**config.mk**
```make
export PLATFORM = sky130hd
export DESIGN_NAME = mm_pin_host
export DESIGN_NICKNAME = d
export VERILOG_FILES = /design/src/rtl/mm_pin_host.sv
export SDC_FILE = /design/constraint.sdc
export NUM_CORES = 2
export LEC_CHECK = 0
export CAP_MARGIN = 10
export CORE_ASPECT_RATIO = 1.4
export CORE_UTILIZATION = 49
export DETAILED_ROUTE_END_ITERATION = 8
export GPL_TIMING_DRIVEN = 0
export PLACE_DENSITY = 0.64
export SYNTH_ARGS = -nofsm -noshare
export SYNTH_HDL_FRONTEND = slang
export SYNTH_SLANG_ARGS = --single-unit
export TNS_END_PERCENT = 30
```
**constraint.sdc**
```tcl
create_clock -name clk -period 9.73 [get_ports clk]
set_input_delay 1.4595 -clock clk [delete_from_list [all_inputs] [get_ports clk]]
set_output_delay 1.4595 -clock clk [all_outputs]
set_load 0.03 [all_outputs]
```
**src/rtl/mm_pin_host.sv**
```systemverilog
// rtl/mm_pin_host.sv - pin-level host sequencer for the 2x2 matrix-multiply macro
module mm_pin_host #(
    parameter int RESET_TARGET = 1,
    parameter int RST_CYCLES   = 2,
    parameter int HOLD_CYCLES  = 2,
    parameter int EXEC_CYCLES  = 1,
    parameter int COMPUTE_WAIT = 4,
    parameter int SETTLE       = 2
) (
    input  logic        clk,
    input  logic        reset,
    input  logic        start,
    input  logic [31:0] mat_a,
    input  logic [31:0] mat_b,
    output logic        busy,
    output logic        mm_reset,
    output logic        mm_execute,
    output logic [7:0]  mm_input_val,
    output logic [2:0]  mm_sel_in,
    output logic [1:0]  mm_sel_out,
    input  logic [16:0] mm_out,
    output logic [67:0] result,
    output logic        result_valid,
    input  logic        result_ready,
    output logic [3:0]  mismatch,
    output logic        error
);

    localparam int CW = 16;
    localparam logic [2:0] S_IDLE = 3'd0;
    localparam logic [2:0] S_RST  = 3'd1;
    localparam logic [2:0] S_LOAD = 3'd2;
    localparam logic [2:0] S_EXEC = 3'd3;
    localparam logic [2:0] S_WAIT = 3'd4;
    localparam logic [2:0] S_READ = 3'd5;
    localparam logic [2:0] S_DONE = 3'd6;

    logic [2:0]       state, nstate;
    logic [CW-1:0]    cnt, ncnt;
    logic [2:0]       idx, nidx;
    logic [31:0]      a_q, b_q;
    logic [63:0]      ops;
    logic [3:0][16:0] golden;
    logic [3:0][16:0] res_q;
    logic [3:0]       nmis;
    logic             sample;
    logic             load_pins;

    function automatic logic [16:0] dot(input logic [7:0] x0, input logic [7:0] y0,
                                        input logic [7:0] x1, input logic [7:0] y1);
        return {9'd0, x0} * {9'd0, y0} + {9'd0, x1} * {9'd0, y1};
    endfunction

    // Operand slot k of the macro is byte k of {B, A}
    assign ops = {b_q, a_q};
    assign result = res_q;

    always_comb begin
        golden[0] = dot(a_q[7:0],   b_q[7:0],  a_q[15:8],  b_q[23:16]);
        golden[1] = dot(a_q[7:0],   b_q[15:8], a_q[15:8],  b_q[31:24]);
        golden[2] = dot(a_q[23:16], b_q[7:0],  a_q[31:24], b_q[23:16]);
        golden[3] = dot(a_q[23:16], b_q[15:8], a_q[31:24], b_q[31:24]);
    end

    assign sample = (state == S_READ) && (cnt == CW'(SETTLE - 1));

    always_comb begin
        nmis = mismatch;
        if (state == S_IDLE && start)
            nmis = 4'd0;
        if (sample)
            nmis[idx[1:0]] = (mm_out != golden[idx[1:0]]);
    end

    always_comb begin
        nstate = state;
        ncnt   = cnt + CW'(1);
        nidx   = idx;
        case (state)
            S_IDLE: begin
                ncnt = '0;
                nidx = '0;
                if (start)
                    nstate = (RESET_TARGET != 0) ? S_RST : S_LOAD;
            end
            S_RST: begin
                if (cnt == CW'(RST_CYCLES - 1)) begin
                    nstate = S_LOAD;
                    ncnt   = '0;
                end
            end
            S_LOAD: begin
                if (cnt == CW'(HOLD_CYCLES - 1)) begin
                    ncnt = '0;
                    if (idx == 3'd7)
                        nstate = S_EXEC;
                    else
                        nidx = idx + 3'd1;
                end
            end
            S_EXEC: begin
                if (cnt == CW'(EXEC_CYCLES - 1)) begin
                    nstate = (COMPUTE_WAIT == 0) ? S_READ : S_WAIT;
                    ncnt   = '0;
                    nidx   = '0;
                end
            end
            S_WAIT: begin
                if (cnt == CW'(COMPUTE_WAIT - 1)) begin
                    nstate = S_READ;
                    ncnt   = '0;
                end
            end
            S_READ: begin
                if (sample) begin
                    ncnt = '0;
                    if (idx == 3'd3)
                        nstate = S_DONE;
                    else
                        nidx = idx + 3'd1;
                end
            end
            S_DONE: begin
                ncnt = '0;
                if (result_ready)
                    nstate = S_IDLE;
            end
            default: begin
                nstate = S_IDLE;
                ncnt   = '0;
                nidx   = '0;
            end
        endcase
    end

    // Pins are registered from the next state so they line up with the state they belong to
    assign load_pins = (nstate == S_LOAD) || (nstate == S_EXEC);

    always_ff @(posedge clk) begin
        if (reset) begin
            state        <= S_IDLE;
            cnt          <= '0;
            idx          <= '0;
            a_q          <= '0;
            b_q          <= '0;
            busy         <= 1'b0;
            mm_reset     <= 1'b1;
            mm_execute   <= 1'b0;
            mm_input_val <= '0;
            mm_sel_in    <= '0;
            mm_sel_out   <= '0;
            res_q        <= '0;
            result_valid <= 1'b0;
            mismatch     <= '0;
            error        <= 1'b0;
        end else begin
            state <= nstate;
            cnt   <= ncnt;
            idx   <= nidx;
            if (state == S_IDLE && start) begin
                a_q   <= mat_a;
                b_q   <= mat_b;
                res_q <= '0;
            end
            if (sample)
                res_q[idx[1:0]] <= mm_out;
            mismatch     <= nmis;
            error        <= |nmis;
            busy         <= (nstate != S_IDLE) && (nstate != S_DONE);
            mm_reset     <= (nstate == S_RST);
            mm_execute   <= (nstate == S_EXEC);
            mm_sel_in    <= load_pins ? nidx : 3'd0;
            mm_input_val <= load_pins ? ops[{nidx, 3'b000} +: 8] : 8'd0;
            mm_sel_out   <= (nstate == S_READ) ? nidx[1:0] : 2'd0;
            result_valid <= (nstate == S_DONE);
        end
    end

endmodule

```
Word-level counts from Yosys, hierarchy flattened. Index checks and enable logic that the tools add are counted.

Register bits after elaboration: 176. Bits of input ports: 85. Output and inout port bits: 90. Word-level logic and storage cells: 101.

Multiplexer cells: 34. Add/subtract/negate cells: 6. Reduce and logical (&&, ||, !) cells: 13. Equality and inequality tests: 17. Shift operators: 1. Order comparisons: 2. $mul: 8. Bitwise logic cells: 2.

Operator list (count): 68-bit 2-to-1 mux (3); 8-bit by 8-bit multiplier with 16-bit output (8); 16-bit by 16-bit adder with 17-bit output (4); 68-bit bitwise mux (1); 16-bit 2-to-1 mux (4); 16-bit one-hot mux with 4 select lines (1); 64-bit by 7-bit variable part select with 8-bit output (1); 3-bit 2-to-1 mux (14); 17-bit binary-select mux with 2-bit select (1); 17-bit demux with 2-bit select (1); 17-bit 2-to-1 mux (2); 3-bit one-hot mux with 7 select lines (1); 3-bit equality test (second input constant) (6); 17-bit inequality test (1); 16-bit by 1-bit adder with 16-bit output (second input constant) (1); 16-bit by 1-bit equality test with 1-bit output (second input constant) (1); 16-bit by 2-bit equality test with 1-bit output (second input constant) (1); 16-bit logical NOT (1); 3-bit by 2-bit equality test with 1-bit output (second input constant) (5); 3-bit one-hot mux with 4 select lines (1); 4-bit 2-to-1 mux (2); 3-bit by 1-bit equality test with 1-bit output (second input constant) (2); 2-bit OR reduction (3); 4-bit bitwise mux (1); 13 further kinds (17).

Logic depth before layout (Yosys ltp).
Depth in word-level cells: 8. Mapped depth: 23. Depth with buffers taken out: 21.

Least setup slack after synthesis. OpenSTA, ideal clock, no wires.

Path kind: reg-to-reg. From: register a_q[5]. To: register error. Path buffers: 2. Arrival: 6.321 ns. Cell stages (with the launch flop): 23. Slack: 3.258 ns. Clock period less this slack: 6.472 ns. Library setup time: 0.151 ns. Data required time: 9.579 ns. Cells stage by stage: dfxtp_1 -> clkbuf_1 -> clkbuf_1 -> nand2_1 -> fa_1 -> fa_1 -> inv_1 -> fa_1 -> inv_1 -> fa_1 -> fa_1 -> fa_1 -> inv_1 -> ha_1 -> a2111o_1 -> a311o_1 -> a31o_1 -> a21oi_1 -> nor4b_2 -> a221oi_1 -> xor2_1 -> a311oi_1 -> a41oi_1.

Longest elaborated chain between the ends: 8. Elaborated cells on any way between the ends: 10. Those cells by class: 2 x add/sub; 2 x mul; 1 x eq/ne; 4 x mux; 1 x reduce/logical.

Ends and longest elaborated chain: from (decl) (line 41) `logic [31:0] a_q, b_q;`; from (signal assigned) (line 161) `a_q <= mat_a;`; 8-bit by 8-bit multiplier with 16-bit output (line 51) `return {9'd0, x0} * {9'd0, y0} + {9'd0, x1} * {9'd0, y1};`; 16-bit by 16-bit adder with 17-bit output (line 51); 17-bit binary-select mux with 2-bit select (*) (line 72) `nmis[idx[1:0]] = (mm_out != golden[idx[1:0]]);`; 17-bit 2-to-1 mux (not written as such) (*) (line 72); 17-bit inequality test (*) (line 72); 4-bit bitwise mux (*) (line 72); 4-bit 2-to-1 mux (*) (line 71) `if (sample)`; 4-bit OR reduction (*) (line 168) `error <= |nmis;`; to (signal assigned) (line 168); to (decl) (line 26) `output logic error`.

Mark *: on every way between the ends. The rest lies on a longest branch, timed or not. The select of a mux whose other input is x is not followed. A chain may end at the register's enable or synchronous reset.

Worst setup path after layout.
From: register a_q[2]. To: register mismatch[0].

Longest elaborated chain between the ends: 7. Elaborated cells on any way between the ends: 9. Those cells by class: 2 x add/sub; 2 x mul; 1 x eq/ne; 4 x mux.

Ends and longest elaborated chain: 8-bit by 8-bit multiplier with 16-bit output (line 51); 16-bit by 16-bit adder with 17-bit output (line 51); 17-bit binary-select mux with 2-bit select (*) (line 72); 17-bit 2-to-1 mux (not written as such) (*) (line 72); 17-bit inequality test (*) (line 72); 4-bit bitwise mux (*) (line 72); 4-bit 2-to-1 mux (*) (line 71); to (signal assigned) (line 167) `mismatch <= nmis;`; to (decl) (line 25) `output logic [3:0] mismatch,`.

Marks and branches as above.

==> impl_metrics.xml <==
<?xml version="1.0" encoding="UTF-8"?>
<metrics>
  <group name="run_status">
    <metric name="run_status" unit="">finished, final reports clean</metric>
  </group>
  <group name="sta">
    <metric name="final.min_clock_period" unit="ns">8.548</metric>
    <metric name="max_clock_freq" unit="MHz">117.0</metric>
    <metric name="fin_worst_skew" unit="ns">0.01719</metric>
    <metric name="setup_viol_count_final" unit="">0</metric>
    <metric name="final_count_of_hold_timing_violations" unit="">0</metric>
    <metric name="rsz0062_at_grt" unit="">no</metric>
    <metric name="layout_worst_path_cycle_share" unit="">0.8785</metric>
    <metric name="tns" unit="ns">0</metric>
    <metric name="slew_headroom" unit="">0.3120</metric>
    <metric name="final_max_slew_viol_count" unit="">0</metric>
    <metric name="transition_time_at_the_pin_with_the_least_slew_margin" unit="ns">1.025</metric>
  </group>
  <group name="route">
    <metric name="detailroute.via_count" unit="">22430</metric>
    <metric name="post_detailed_routing_wire_length" unit="µm">91120</metric>
    <metric name="viasPerCell" unit="">5.674</metric>
    <metric name="detail_route.first_pass.iterations" unit="">5</metric>
    <metric name="drt_drc_violations_left" unit="">0</metric>
    <metric name="dr.first_iter.drc_count" unit="">1502</metric>
    <metric name="detail-route-antenna-nets" unit="">0</metric>
    <metric name="post_drt_wl_per_cell" unit="µm">23.05</metric>
  </group>
  <group name="job">
    <metric name="maxcap_violations" unit="">0</metric>
  </group>
  <group name="layout">
    <metric name="areaGrowthSynthToFinish" unit="%">12.39</metric>
    <metric name="most_frequent_cells_in_the_layout" unit="">nand2_1 (508), inv_1 (489), fa_1 (388)</metric>
    <metric name="final_nets" unit="">3974</metric>
    <metric name="num_antenna_cells" unit="">0</metric>
    <metric name="share_of_final_layout_standard_cells_stronger_than_drive_strength_1" unit="">0.02495</metric>
    <metric name="mostFrequentLayoutCell" unit="">nand2_1</metric>
  </group>
  <group name="worst_setup_path">
    <metric name="critPathLaunch" unit="">a_q[2]</metric>
    <metric name="timing.critical_path.fanout_max" unit="">10</metric>
    <metric name="start_kind" unit="">register</metric>
    <metric name="r2r-start" unit="">a_q[2]</metric>
    <metric name="timing.critical_path.arrival" unit="ns">8.84</metric>
    <metric name="r2r_setup_slk" unit="ns">1.18</metric>
    <metric name="critical_path_class" unit="">register to register</metric>
    <metric name="crit_path_end" unit="">mismatch[0]</metric>
    <metric name="crit_required" unit="ns">10.02</metric>
    <metric name="worst_r2r_endpoint" unit="">mismatch[0]</metric>
    <metric name="r2r_cells" unit="">22</metric>
    <metric name="end_kind" unit="">register</metric>
  </group>
  <group name="synthesis">
    <metric name="synth-edff-count" unit="">0</metric>
    <metric name="synth_ff_type" unit="">dfxtp_1</metric>
    <metric name="netlist_instances" unit="">3042</metric>
    <metric name="yosysSeqAreaShare" unit="">0.1358</metric>
    <metric name="synth_cell_area" unit="mm²">0.02594</metric>
    <metric name="postSynthRegisterBits" unit="">176</metric>
    <metric name="synthesis.nets" unit="">3782</metric>
    <metric name="netlist-cell-type-count" unit="">86</metric>
    <metric name="postSynth.asyncResetShare" unit="">0</metric>
    <metric name="ys_warn_count" unit="">0</metric>
    <metric name="avgSynthCellArea" unit="µm²">8.529</metric>
  </group>
  <group name="clock_tree">
    <metric name="tritoncts" unit="">built</metric>
    <metric name="cts_hold_buffers" unit="">0</metric>
    <metric name="clock_latency_on_the_worst_skew_pair" unit="ns">0.47</metric>
    <metric name="cts-root-buf" unit="">clkbuf_16</metric>
    <metric name="cts-resized-gates" unit="">0</metric>
    <metric name="path_clk_slew" unit="ns">0.08</metric>
    <metric name="clock_tree.buffer_depth" unit="">2</metric>
    <metric name="clock-sinks" unit="">176</metric>
    <metric name="htreeDepth" unit="">4</metric>
    <metric name="cts_setup_buffers" unit="">0</metric>
    <metric name="tritoncts.num_buffers" unit="">17</metric>
  </group>
  <group name="placement">
    <metric name="io_buffer_count" unit="">173</metric>
    <metric name="gp_routability_congestion" unit="">1.001</metric>
    <metric name="dpl.hpwl" unit="µm">75770</metric>
  </group>
  <group name="global_route">
    <metric name="groute.usage.overall" unit="">0.3465</metric>
    <metric name="wire_length_of_the_first_global_routing_pass" unit="µm">137300</metric>
    <metric name="grt_overflow" unit="">0</metric>
    <metric name="antenna_found_initial" unit="">3</metric>
    <metric name="largest_net_degree_at_the_start_of_global_routing" unit="">20</metric>
    <metric name="first_global_vias" unit="">23160</metric>
  </group>
  <group name="floorplan">
    <metric name="design.portCount" unit="">175</metric>
    <metric name="area_enclosed_by_the_die_boundary" unit="mm²">0.05389</metric>
    <metric name="die-height" unit="µm">274.3</metric>
    <metric name="row_count" unit="">99</metric>
    <metric name="die_x" unit="µm">196.5</metric>
    <metric name="coreArea" unit="mm²">0.05215</metric>
    <metric name="start_util" unit="">0.4975</metric>
  </group>
  <group name="power">
    <metric name="total_leakage_power" unit="nW">11.92</metric>
    <metric name="p_total" unit="mW">2.264</metric>
    <metric name="pwr_density_cell" unit="mW/mm²">77.63</metric>
    <metric name="max-vdd-ir-drop" unit="mV">0.1284</metric>
  </group>
  <group name="worst_hold_path">
    <metric name="hold_path_class" unit="">register to register</metric>
  </group>
</metrics>
## cells by family after synthesis
logic type,count (synthesis),synth area share
and+or+nand+nor,1056,0.1963
buffers and inverters,652,0.09838
AOI/OAI and AO/OA,388,0.09631
xor gates and xnor gates,48,0.01620
DFF,176,0.1358
adders and majority gates,655,0.4281
muxes,67,0.02884
## layout make-up
cell class                      count  area, µm²
Inverter                          489       1836
Clock inverter                     14      160.2
Sequential cell                   176       3523
Multi-Input combinational cell   2214      19870
Timing Repair Buffer              173       1732
Tap cell                          707      884.6
Fill cell                        4887      22990
Buffer                            163      716.9
Clock buffer                       18      439.2
## flip-flops by register name, summed over array words and instances, names as in the netlist, 4 cells and up
signal        flops
mismatch          4
cnt              16
mm_input_val      8
b_q              32
a_q              32
result           68
## metal layers
metal,vias to the layer above,GRT usage,wire (µm)
met2,918,0.6012,45070
met5,-,0,25
met3,285,0.04736,5562
li1,10070,-,-
met4,4,0.2481,7459
met1,11160,0.3914,33000
## worst max-delay path, stage by stage (launching register included)
cell	delay, ns
dfxtp_1	0.32
clkbuf_1	0.68
clkbuf_1	0.71
nand2_1	0.18
fa_1	0.57
inv_1	0.05
fa_1	0.40
fa_1	0.55
inv_1	0.06
fa_1	0.44
fa_1	0.53
fa_1	0.50
inv_1	0.04
ha_1	0.47
nor3_1	0.13
nor3b_1	0.30
o22ai_1	0.15
o31ai_1	0.52
a21oi_1	0.16
xnor2_1	0.27
a211oi_1	0.73
xor2_1	0.40
a41oi_1	0.19
## power by group
part	leakage, nW	total (mW)	switching [mW]	internal [mW]
logic	10.2	0.738	0.476	0.262
registers	1.43	0.822	0.0807	0.741
clock network	0.295	0.703	0.351	0.353
total	11.9	2.26	0.908	1.36
## synthesized netlist by cell type, types with 6 or more instances
master | count | area share
nand3_1 | 95 | 0.018
a21o_1 | 20 | 0.0058
nor2_1 | 69 | 0.010
buf_1 | 9 | 0.0013
xnor2_1 | 21 | 0.0071
clkbuf_8 | 6 | 0.0032
mux2i_1 | 59 | 0.023
or3_1 | 6 | 0.0014
o21ai_0 | 30 | 0.0058
xor2_1 | 27 | 0.0091
buf_2 | 9 | 0.0017
o31ai_1 | 7 | 0.0020
and2_1 | 257 | 0.062
nand2_1 | 508 | 0.073
a211o_1 | 11 | 0.0037
mux4_2 | 6 | 0.0052
dfxtp_1 | 176 | 0.14
o21a_1 | 8 | 0.0023
a21oi_1 | 189 | 0.036
nor2b_1 | 13 | 0.0031
clkbuf_1 | 134 | 0.019
nand4_1 | 18 | 0.0043
a22o_1 | 9 | 0.0030
a211oi_1 | 20 | 0.0058
nand2b_1 | 13 | 0.0031
nor4_1 | 9 | 0.0022
fa_1 | 388 | 0.30
and3_1 | 14 | 0.0034
nor3_1 | 26 | 0.0050
a31oi_1 | 10 | 0.0024
inv_1 | 489 | 0.071
ha_1 | 267 | 0.13
o211ai_1 | 17 | 0.0049
## how the worst min path moves through the flow
| stage | cells after the start | slack [ns] | start | endpoint |
|---|---|---|---|---|
| 3_5_place_dp | 2 | 0.46 | result[41] | result[41] |
| 5_1_grt | 2 | 0.48 | result[27] | result[27] |
| 3_3_place_gp | 2 | 0.45 | result[15] | result[15] |
| 2_1_floorplan | 1 | 0.45 | cnt[0] | cnt[0] |
| 4_1_cts | 2 | 0.47 | result[23] | result[23] |
| 6_report | 2 | 0.47 | result[23] | result[23] |
## through the flow
step / utilization / setup slack, ns / hold slack [ns] / instance area, µm² / instances
2_1_floorplan: - / 3.258 / 0.4520 / 25940 / 3042
3_3_place_gp: 0.5477 / 1.366 / 0.4494 / 28560 / 3922
3_5_place_dp: 0.5477 / 1.340 / 0.4562 / 28560 / 3922
4_1_cts: 0.5592 / 1.290 / 0.4705 / 29160 / 3954
5_1_grt: 0.5592 / 0.9472 / 0.4818 / 29160 / 3954
6_report: 0.5592 / 1.182 / 0.4688 / 29160 / 3954
Power figures use the tool's default switching activity.
